[config.mk]
export PLATFORM = sky130hd
export DESIGN_NAME = pipeline_sink
export DESIGN_NICKNAME = d
export VERILOG_FILES = /design/src/rtl/pipeline_sink.sv
export SDC_FILE = /design/constraint.sdc
export NUM_CORES = 1
export LEC_CHECK = 0
export ABC_AREA = 1
export CAP_MARGIN = 20
export CORE_MARGIN = 2
export CORE_UTILIZATION = 50
export CTS_CLUSTER_SIZE = 24
export DETAILED_ROUTE_END_ITERATION = 10
export GPL_ROUTABILITY_DRIVEN = 0
export HOLD_SLACK_MARGIN = 0.1
export PLACE_DENSITY = 0.69
export SETUP_SLACK_MARGIN = 0.3
export SYNTH_ARGS = -nofsm -noshare
export SYNTH_HDL_FRONTEND = slang
export SYNTH_SLANG_ARGS = --single-unit
[constraint.sdc]
create_clock -name clk -period 3.4 [get_ports clk]
set_clock_uncertainty 0.15 [all_clocks]
set_input_delay 0.34 -clock clk [delete_from_list [all_inputs] [get_ports clk]]
set_output_delay 0.34 -clock clk [all_outputs]
set_load 0.03 [all_outputs]
[src/rtl/pipeline_sink.sv]
// pipeline_sink: receiving end of the global-stall pipeline pair.
// Two producer streams land in small per-stream circular FIFOs, which are
// drained through one shared output port at a fixed throttled rate with
// round-robin arbitration. A global stall is raised when either FIFO nears
// full, and every drained word is checked for increment-by-one ordering.
module pipeline_sink #(
    parameter int DATA_WIDTH   = 32,
    parameter int DEPTH        = 4,
    parameter int STALL_THRESH = DEPTH - 2,
    parameter int DRAIN_PERIOD = 3
) (
    input  logic                  clk,
    input  logic                  reset,
    input  logic [DATA_WIDTH-1:0] in_data_1,
    input  logic                  in_valid_1,
    input  logic [DATA_WIDTH-1:0] in_data_2,
    input  logic                  in_valid_2,
    output logic                  stall,
    output logic [DATA_WIDTH-1:0] drain_data,
    output logic                  drain_valid,
    output logic                  drain_sel,
    output logic [15:0]           count_1,
    output logic [15:0]           count_2,
    output logic                  err_1,
    output logic                  err_2,
    output logic                  overflow
);

    localparam int PTR_W = $clog2(DEPTH);
    localparam int OCC_W = PTR_W + 1;
    localparam int TMR_W = (DRAIN_PERIOD > 1) ? $clog2(DRAIN_PERIOD) : 1;

    localparam logic [OCC_W-1:0] OCC_FULL = OCC_W'(DEPTH);
    localparam logic [OCC_W-1:0] OCC_THR  = OCC_W'(STALL_THRESH);
    localparam logic [TMR_W-1:0] TMR_LAST = TMR_W'(DRAIN_PERIOD - 1);

    // Streams gathered into indexable vectors: index 0 = stream 1, 1 = stream 2.
    logic [1:0][DATA_WIDTH-1:0] in_data_a;
    logic [1:0]                 in_valid_a;
    logic [1:0][DATA_WIDTH-1:0] head_data;
    logic [1:0]                 not_empty;
    logic [1:0]                 near_full;
    logic [1:0]                 drop;
    logic [1:0]                 rd_en;
    logic [1:0][15:0]           count_a;
    logic [1:0]                 err_a;

    assign in_data_a  = {in_data_2, in_data_1};
    assign in_valid_a = {in_valid_2, in_valid_1};

    // Shared drain timer, arbiter and output registers.
    logic [TMR_W-1:0]      timer_q, timer_d;
    logic                  rr_q, rr_d;
    logic                  drain_go;
    logic                  pick;
    logic                  drain_valid_q;
    logic [DATA_WIDTH-1:0] drain_data_q;
    logic                  drain_sel_q;
    logic                  overflow_q;

    generate
        for (genvar gi = 0; gi < 2; gi++) begin : g_stream
            logic [DATA_WIDTH-1:0] mem_q [DEPTH];
            logic [PTR_W-1:0]      wr_ptr_q, wr_ptr_d;
            logic [PTR_W-1:0]      rd_ptr_q, rd_ptr_d;
            logic [OCC_W-1:0]      occ_q, occ_d;
            logic                  wr_en;
            logic                  seen_q, seen_d;
            logic [DATA_WIDTH-1:0] exp_q, exp_d;
            logic                  err_q, err_d;
            logic [15:0]           cnt_q, cnt_d;

            // Fullness is judged on the pre-edge occupancy, so a same-cycle
            // read never rescues a word arriving at a full FIFO.
            assign wr_en    = reset && in_valid_a[gi] && (occ_q != OCC_FULL);
            assign drop[gi] = reset && in_valid_a[gi] && (occ_q == OCC_FULL);

            assign head_data[gi] = mem_q[rd_ptr_q];
            assign not_empty[gi] = (occ_q != '0);
            assign near_full[gi] = (occ_q >= OCC_THR);
            assign count_a[gi]   = cnt_q;
            assign err_a[gi]     = err_q;

            // Storage array; contents need no reset since pointers define validity.
            always_ff @(posedge clk) begin
                if (wr_en) begin
                    mem_q[wr_ptr_q] <= in_data_a[gi];
                end
            end

            // Next-state for pointers, occupancy, sequence checker and drain count.
            always_comb begin
                wr_ptr_d = wr_ptr_q;
                rd_ptr_d = rd_ptr_q;
                occ_d    = occ_q;
                seen_d   = seen_q;
                exp_d    = exp_q;
                err_d    = err_q;
                cnt_d    = cnt_q;

                if (wr_en) begin
                    wr_ptr_d = wr_ptr_q + PTR_W'(1);
                end
                if (rd_en[gi]) begin
                    rd_ptr_d = rd_ptr_q + PTR_W'(1);
                end

                case ({wr_en, rd_en[gi]})
                    2'b10:   occ_d = occ_q + OCC_W'(1);
                    2'b01:   occ_d = occ_q - OCC_W'(1);
                    default: occ_d = occ_q;
                endcase

                // The first drained word only seeds the expectation; later
                // words are compared, and the expectation always follows the
                // actual word so one bad word is flagged exactly once.
                if (rd_en[gi]) begin
                    seen_d = 1'b1;
                    exp_d  = head_data[gi] + DATA_WIDTH'(1);
                    if (seen_q && (head_data[gi] != exp_q)) begin
                        err_d = 1'b1;
                    end
                    if (cnt_q != 16'hFFFF) begin
                        cnt_d = cnt_q + 16'd1;
                    end
                end
            end

            // Per-stream state registers with synchronous active-low reset.
            always_ff @(posedge clk) begin
                if (!reset) begin
                    wr_ptr_q <= '0;
                    rd_ptr_q <= '0;
                    occ_q    <= '0;
                    seen_q   <= 1'b0;
                    exp_q    <= '0;
                    err_q    <= 1'b0;
                    cnt_q    <= '0;
                end else begin
                    wr_ptr_q <= wr_ptr_d;
                    rd_ptr_q <= rd_ptr_d;
                    occ_q    <= occ_d;
                    seen_q   <= seen_d;
                    exp_q    <= exp_d;
                    err_q    <= err_d;
                    cnt_q    <= cnt_d;
                end
            end
        end
    endgenerate

    // Drain timer and round-robin arbitration between the two FIFO heads.
    always_comb begin
        timer_d  = timer_q;
        rr_d     = rr_q;
        drain_go = 1'b0;
        pick     = rr_q;
        rd_en    = '0;

        if (timer_q == TMR_LAST) begin
            timer_d = '0;
            if (not_empty[rr_q]) begin
                drain_go = 1'b1;
                pick     = rr_q;
            end else if (not_empty[~rr_q]) begin
                drain_go = 1'b1;
                pick     = ~rr_q;
            end
        end else begin
            timer_d = timer_q + TMR_W'(1);
        end

        if (drain_go) begin
            rd_en[pick] = 1'b1;
            rr_d        = ~pick;
        end
    end

    // Shared registers: timer, arbiter pointer, drain port and overflow flag.
    always_ff @(posedge clk) begin
        if (!reset) begin
            timer_q       <= '0;
            rr_q          <= 1'b0;
            drain_valid_q <= 1'b0;
            drain_data_q  <= '0;
            drain_sel_q   <= 1'b0;
            overflow_q    <= 1'b0;
        end else begin
            timer_q       <= timer_d;
            rr_q          <= rr_d;
            drain_valid_q <= drain_go;
            if (drain_go) begin
                drain_data_q <= head_data[pick];
                drain_sel_q  <= pick;
            end
            if (|drop) begin
                overflow_q <= 1'b1;
            end
        end
    end

    // Stall comes straight from the registered occupancies, no extra flop.
    assign stall       = |near_full;
    assign drain_valid = drain_valid_q;
    assign drain_data  = drain_data_q;
    assign drain_sel   = drain_sel_q;
    assign count_1     = count_a[0];
    assign count_2     = count_a[1];
    assign err_1       = err_a[0];
    assign err_2       = err_a[1];
    assign overflow    = overflow_q;

endmodule

## After elaboration in Yosys (flattened, before gate mapping)

Memories as Yosys holds them, arrays and structs flattened. A register that Yosys moved wholly into a read port is not among the register bits.
Cells that the tools add are included.

- Flip-flop bits (word level): 152
- Bits in writable memories: 256
- Input port bits: 68
- Output and inout bits: 70
- Logic and storage cells: 102
- Memories kept: 2

- $add $sub $neg: 13
- Magnitude comparators: 6
- Equality and inequality tests: 13
- Muxes and demuxes: 25
- Bitwise logic cells: 3
- Reductions and logical operators: 20

Memory list:

| memory | words | bits a word | read ports | clocked after Yosys merged registers in | wr ports | line | text |
|---|---|---|---|---|---|---|---|
| g_stream[0].mem_q | 4 | 32 | 1 | 1 | 1 | 63 | `logic [DATA_WIDTH-1:0] mem_q [DEPTH];` |
| g_stream[1].mem_q | 4 | 32 | 1 | 1 | 1 | 63 |  |

Operator list:

| operator | number |
|---|---|
| adder 32 x 1 -> 32 bit (second input constant) | 2 |
| 2-to-1 mux 32 bit | 2 |
| != test 32 bit | 2 |
| adder 16 x 1 -> 16 bit (second input constant) | 2 |
| != test 16 bit (second input constant) | 2 |
| 2-to-1 mux 1 bit | 15 |
| one-hot mux 3 bit (2 select lines) | 2 |
| adder 2 x 1 -> 2 bit (second input constant) | 5 |
| 2-to-1 mux 2 bit | 5 |
| logical AND 1 bit | 9 |
| AND reduction 2 bit | 4 |
| adder 3 x 1 -> 3 bit (second input constant) | 2 |
| == test 2 bit (second input constant) | 3 |
| == test 3 bit (second input constant) | 2 |
| >= comparator 3 x 2 -> 1 bit (second input constant) | 2 |
| < comparator 1 x 2 -> 1 bit (second input constant) | 3 |
| != test 3 bit (second input constant) | 2 |
| nonzero test 3 bit | 2 |
| OR reduction 2 bit | 3 |
| subtractor 3 x 1 -> 3 bit (second input constant) | 2 |
| == test 2 x 1 -> 1 bit (second input constant) | 2 |
| nonzero test 2 bit | 2 |
| inverter 1 bit | 3 |
| demux 1 bit (select 1 bit) | 1 |
| >= comparator 1 bit (second input constant) | 1 |

## Longest topological paths before layout

- Depth after elaboration: 13
- Mapped depth: 17
- Gate-level depth less buffers: 16

## Least setup slack after synthesis

No wires, ideal clock.

- Path type: input port to flip-flop
- Start point: input port reset
- End point: memory g_stream[0].mem_q[0][0] (enable)
- Setup time: 0.421 ns
- Data arrival time: 2.389 ns
- Required time: 2.829 ns
- Path slack: 0.440 ns
- Cell stages on the path: 5
- Buffers on the path: 1
- Cell sequence: clkbuf_1 nand2_1 a31oi_1 inv_1 nor2_1

- Word-level cells in the longest chain between the ends: 4

Ends and longest elaborated chain:

| what | line | text |
|---|---|---|
| start: declaration | 13 | `input logic reset,` |
| logical AND 1 bit (2 in series) | 75 | `assign wr_en = reset && in_valid_a[gi] && (occ_q != OCC_FULL);` |
| 2-to-1 mux 1 bit | 86 | `if (wr_en) begin` |
| 2-to-1 mux 1 bit (implied by the code) | 87 | `mem_q[wr_ptr_q] <= in_data_a[gi];` |
| end: declaration | 63 |  |

No other way between the ends.

==> flow_metrics.py <==
metrics = {
    "status": {
        "status": "finished, final reports clean",
    },
    "timing": {
        "report.final.slew_viol_count": 0,
        "worstMarginPinSlew_ns": 0.9917,
        "finalSetupTns_ns": 0,
        "max_freq_mhz": 356.7,
        "period_needed_ns": 2.803,
        "rsz0062_at_grt": "false",
        "maxSlewHeadroom": 0.3389,
        "hold_ws_ns": 0.2426,
        "finalSetupViolations": 0,
        "fin_crit_sh": 0.8245,
        "hold_viol": 0,
    },
    "clocking": {
        "clock_tree.buffer_depth": 3,
        "htree_levels": 2,
        "clk_latency_ns": 0.57,
        "cts_made_buffers": 44,
        "clockRootBuffer": "clkbuf_16",
        "cts.sinks": 412,
        "clkSlewWorstSetupHoldPaths_ns": 0.06,
        "tritoncts": "built",
    },
    "synthesis": {
        "syn_area_per_cell_um2": 8.375,
        "synth.mux.area_fraction": 0,
        "yosysUniqueCellTypes": 44,
        "synthAdderAreaFrac": 0.01218,
        "yosysWarnings": 0,
        "synth_compound_area_frac": 0.06487,
        "synth_top_family_by_area": "simple AND/OR/NAND/NOR gates",
        "synth_top_area_frac": 0.3919,
        "ys_seq_area_frac": 0.5511,
        "yosys-top-cells-area": "edfxtp_1 (39%), dfxtp_1 (16%), nand2_1 (13%)",
        "synth_edf_count": 256,
        "synthTopCellsByCount": "nand2_1 (693), nand3_1 (294), inv_1 (258), edfxtp_1 (256), nor2_1 (170)",
        "yosysMostFrequentCell": "nand2_1",
        "synthesis.area_um2": 19620,
        "async_flop_share": 0,
        "synth.net_count": 2427,
        "synthSimpleGateAreaFrac": 0.2786,
        "synthXorXnorAreaFrac": 0.01786,
        "synth.largest_area_cell": "edfxtp_1",
        "netlist_instances": 2342,
        "synth_ff_type": "edfxtp_1",
        "synth_seq_cells": 412,
    },
    "floorplanning": {
        "core-area_um2": 38650,
        "die-area_um2": 40830,
        "die_h_um": 202.1,
        "row_count": 72,
        "die_w_um": 202.1,
        "initial_core_util": 0.5075,
        "boundaryPins": 138,
    },
    "worst_setup_path": {
        "start_kind": "flip-flop",
        "crit_path_end_kind": "flip-flop",
        "required_ns": 3.72,
        "reg2regPathDepth": 10,
        "path_max_fanout": 35,
        "critical_path_class": "flip-flop to flip-flop",
        "setup.reg_to_reg.worst_slack_ns": 0.60,
        "r2r-end": "g_stream[0].exp_q[14]$_SDFFE_PN0P_",
        "cp_data_arrival_time_ns": 3.12,
    },
    "final_layout": {
        "fin_cells": 3022,
        "layout.nets": 2553,
        "drive_above_1_share": 0.06669,
        "n_fill_cell": 3378,
        "antenna_cells": 0,
        "area_growth_pct": 16.21,
    },
    "drt": {
        "drc_errors": 0,
        "wl_um": 50680,
        "vias": 16140,
        "first_iter_violations": 1332,
        "post_drt_wl_per_cell_um": 16.77,
        "drtAntennaViolNets": 0,
        "via_per_inst": 5.341,
        "drt_pre_antenna_iters": 6,
    },
    "global_route": {
        "overflow": 0,
        "grt_max_degree": 82,
        "grt.total_usage": 0.2495,
        "grt_pass1_vias": 15180,
        "grt_pass1_wl_um": 80950,
        "antenna_found_initial": 0,
    },
    "power_and_ir_drop": {
        "pwr-share-seq": 0.470,
        "combPwrFrac": 0.148,
        "swShare": 0.2782,
        "pwr-share-clk": 0.381,
        "p_per_area_nw_per_um2": 526.9,
        "p_leak_nw": 8.902,
        "p_switching_mw": 3.341,
        "intPower_mw": 8.670,
        "ir_drop_uv": 378.5,
    },
    "placed_design": {
        "port_buffers": 137,
        "dpl.hpwl_um": 34690,
        "dp_cells": 2939,
    },
    "hold_path": {
        "holdCritPathClass": "input pin to flip-flop",
        "holdPathEnd": "g_stream[0].mem_q[0][8]$_DFFE_PP_",
        "hp-start": "in_data_1[8]",
        "holdPathStages": 1,
    },
    "job": {
        "maxCapViolations": 0,
    },
}
## state kept, by name, indices dropped and copies added, names as in the netlist, named ones only
signal / count
g_stream.rd_ptr_q: 4
timer_q: 2
drain_sel: 1
g_stream.mem_q: 256
rr_q: 1
err_1: 1
count_1: 16
count_2: 16
g_stream.wr_ptr_q: 4
err_2: 1
g_stream.exp_q: 64
drain_data: 32
drain_valid: 1
g_stream.seen_q: 2
g_stream.occ_q: 6
overflow: 1
## worst max path at each step
| stage | to | slack [ns] |
|---|---|---|
| 2_1_floorplan | g_stream[0].mem_q[0][0]$_DFFE_PP_ | 0.44 |
| 3_3_place_gp | g_stream[1].exp_q[30]$_SDFFE_PN0P_ | 0.66 |
| 3_5_place_dp | g_stream[1].exp_q[30]$_SDFFE_PN0P_ | 0.56 |
| 4_1_cts | g_stream[1].exp_q[30]$_SDFFE_PN0P_ | 0.55 |
| 6_report | g_stream[0].exp_q[14]$_SDFFE_PN0P_ | 0.60 |
| 5_1_grt | g_stream[0].exp_q[26]$_SDFFE_PN0P_ | 0.33 |
## cells in the final DEF, fill, tap and decap left out, types with 30 or more instances in the layout
master | synthesis | final
a21oi_1 | 106 | 105
clkbuf_16 | 0 | 45
clkdlybuf4s50_1 | 0 | 136
dfxtp_1 | 156 | 154
edfxtp_1 | 256 | 256
inv_1 | 258 | 258
nand2_1 | 693 | 693
nand3_1 | 294 | 294
nor2_1 | 170 | 162
nor2_2 | 22 | 30
o21ai_0 | 119 | 119
xor2_1 | 31 | 31
## worst max-delay path, cell delays in order, from the launching register on
cell,delay [ns]
dfxtp_1,0.37
buf_4,0.43
nand2_1,0.10
nand2_1,0.23
ha_1,0.27
nand3_2,0.21
nor2_1,0.36
and2_1,0.28
o21ai_0,0.11
o21ai_1,0.15
inv_1,0.05
## area by class of cell
cell class                 count  area (µm²)  share of cell area
clock buffer                  52        1152             0.05055
clock inverter                30       221.5            0.009715
inverter                     269        1012             0.04440
multi-input combinational   1577        7357              0.3227
sequential                   412       10810              0.4743
tap                          518       648.1             0.02843
timing repair buffer         164        1592             0.06982
## per-stage QoR
stage	utilization	total power, mW	instance area [µm²]	setup WS, ns
after floorplan	-	6.927	19620	0.4398
after global placement	0.5538	7.472	21400	0.6589
after detailed placement	0.5538	7.511	21400	0.5638
after CTS	0.5896	12.09	22790	0.5518
after global routing	0.5898	12.53	22800	0.3288
final	0.5898	12.01	22800	0.5966
## metal layers
metal  track usage  wire (µm)  vias up
met5             0          0        -
met4       0.08036       1318        0
met3       0.04095       3478       87
met2        0.3954      23170      550
met1        0.3509      22710     7555
li1              -          -     7947
## repair_timing
item	in CTS	in global routing
hold buffers	1	0
endpoints found under the setup margin	0	2
gates resized for setup	0	2
endpoints found under the hold margin	14	0
setup buffers	0	0
## kinds of logic (layout without fill, tap and decap cells)
kind of cell	Yosys count	in the layout
xor+xnor	40	40
simple gates	1271	1271
flops	412	412
compound gates	248	248
buf+inv	353	515
fa+ha+maj	18	18
## power groups by stage
stage	sequential, mW	combinational (mW)	clock [mW]
after floorplan	5.79	1.14	0
after global placement	5.75	1.73	0
after detailed placement	5.75	1.76	0
after CTS	5.65	1.77	4.67
after global routing	5.67	2.00	4.86
final	5.65	1.78	4.58
Note: power is estimated with default switching activity, not from simulation.
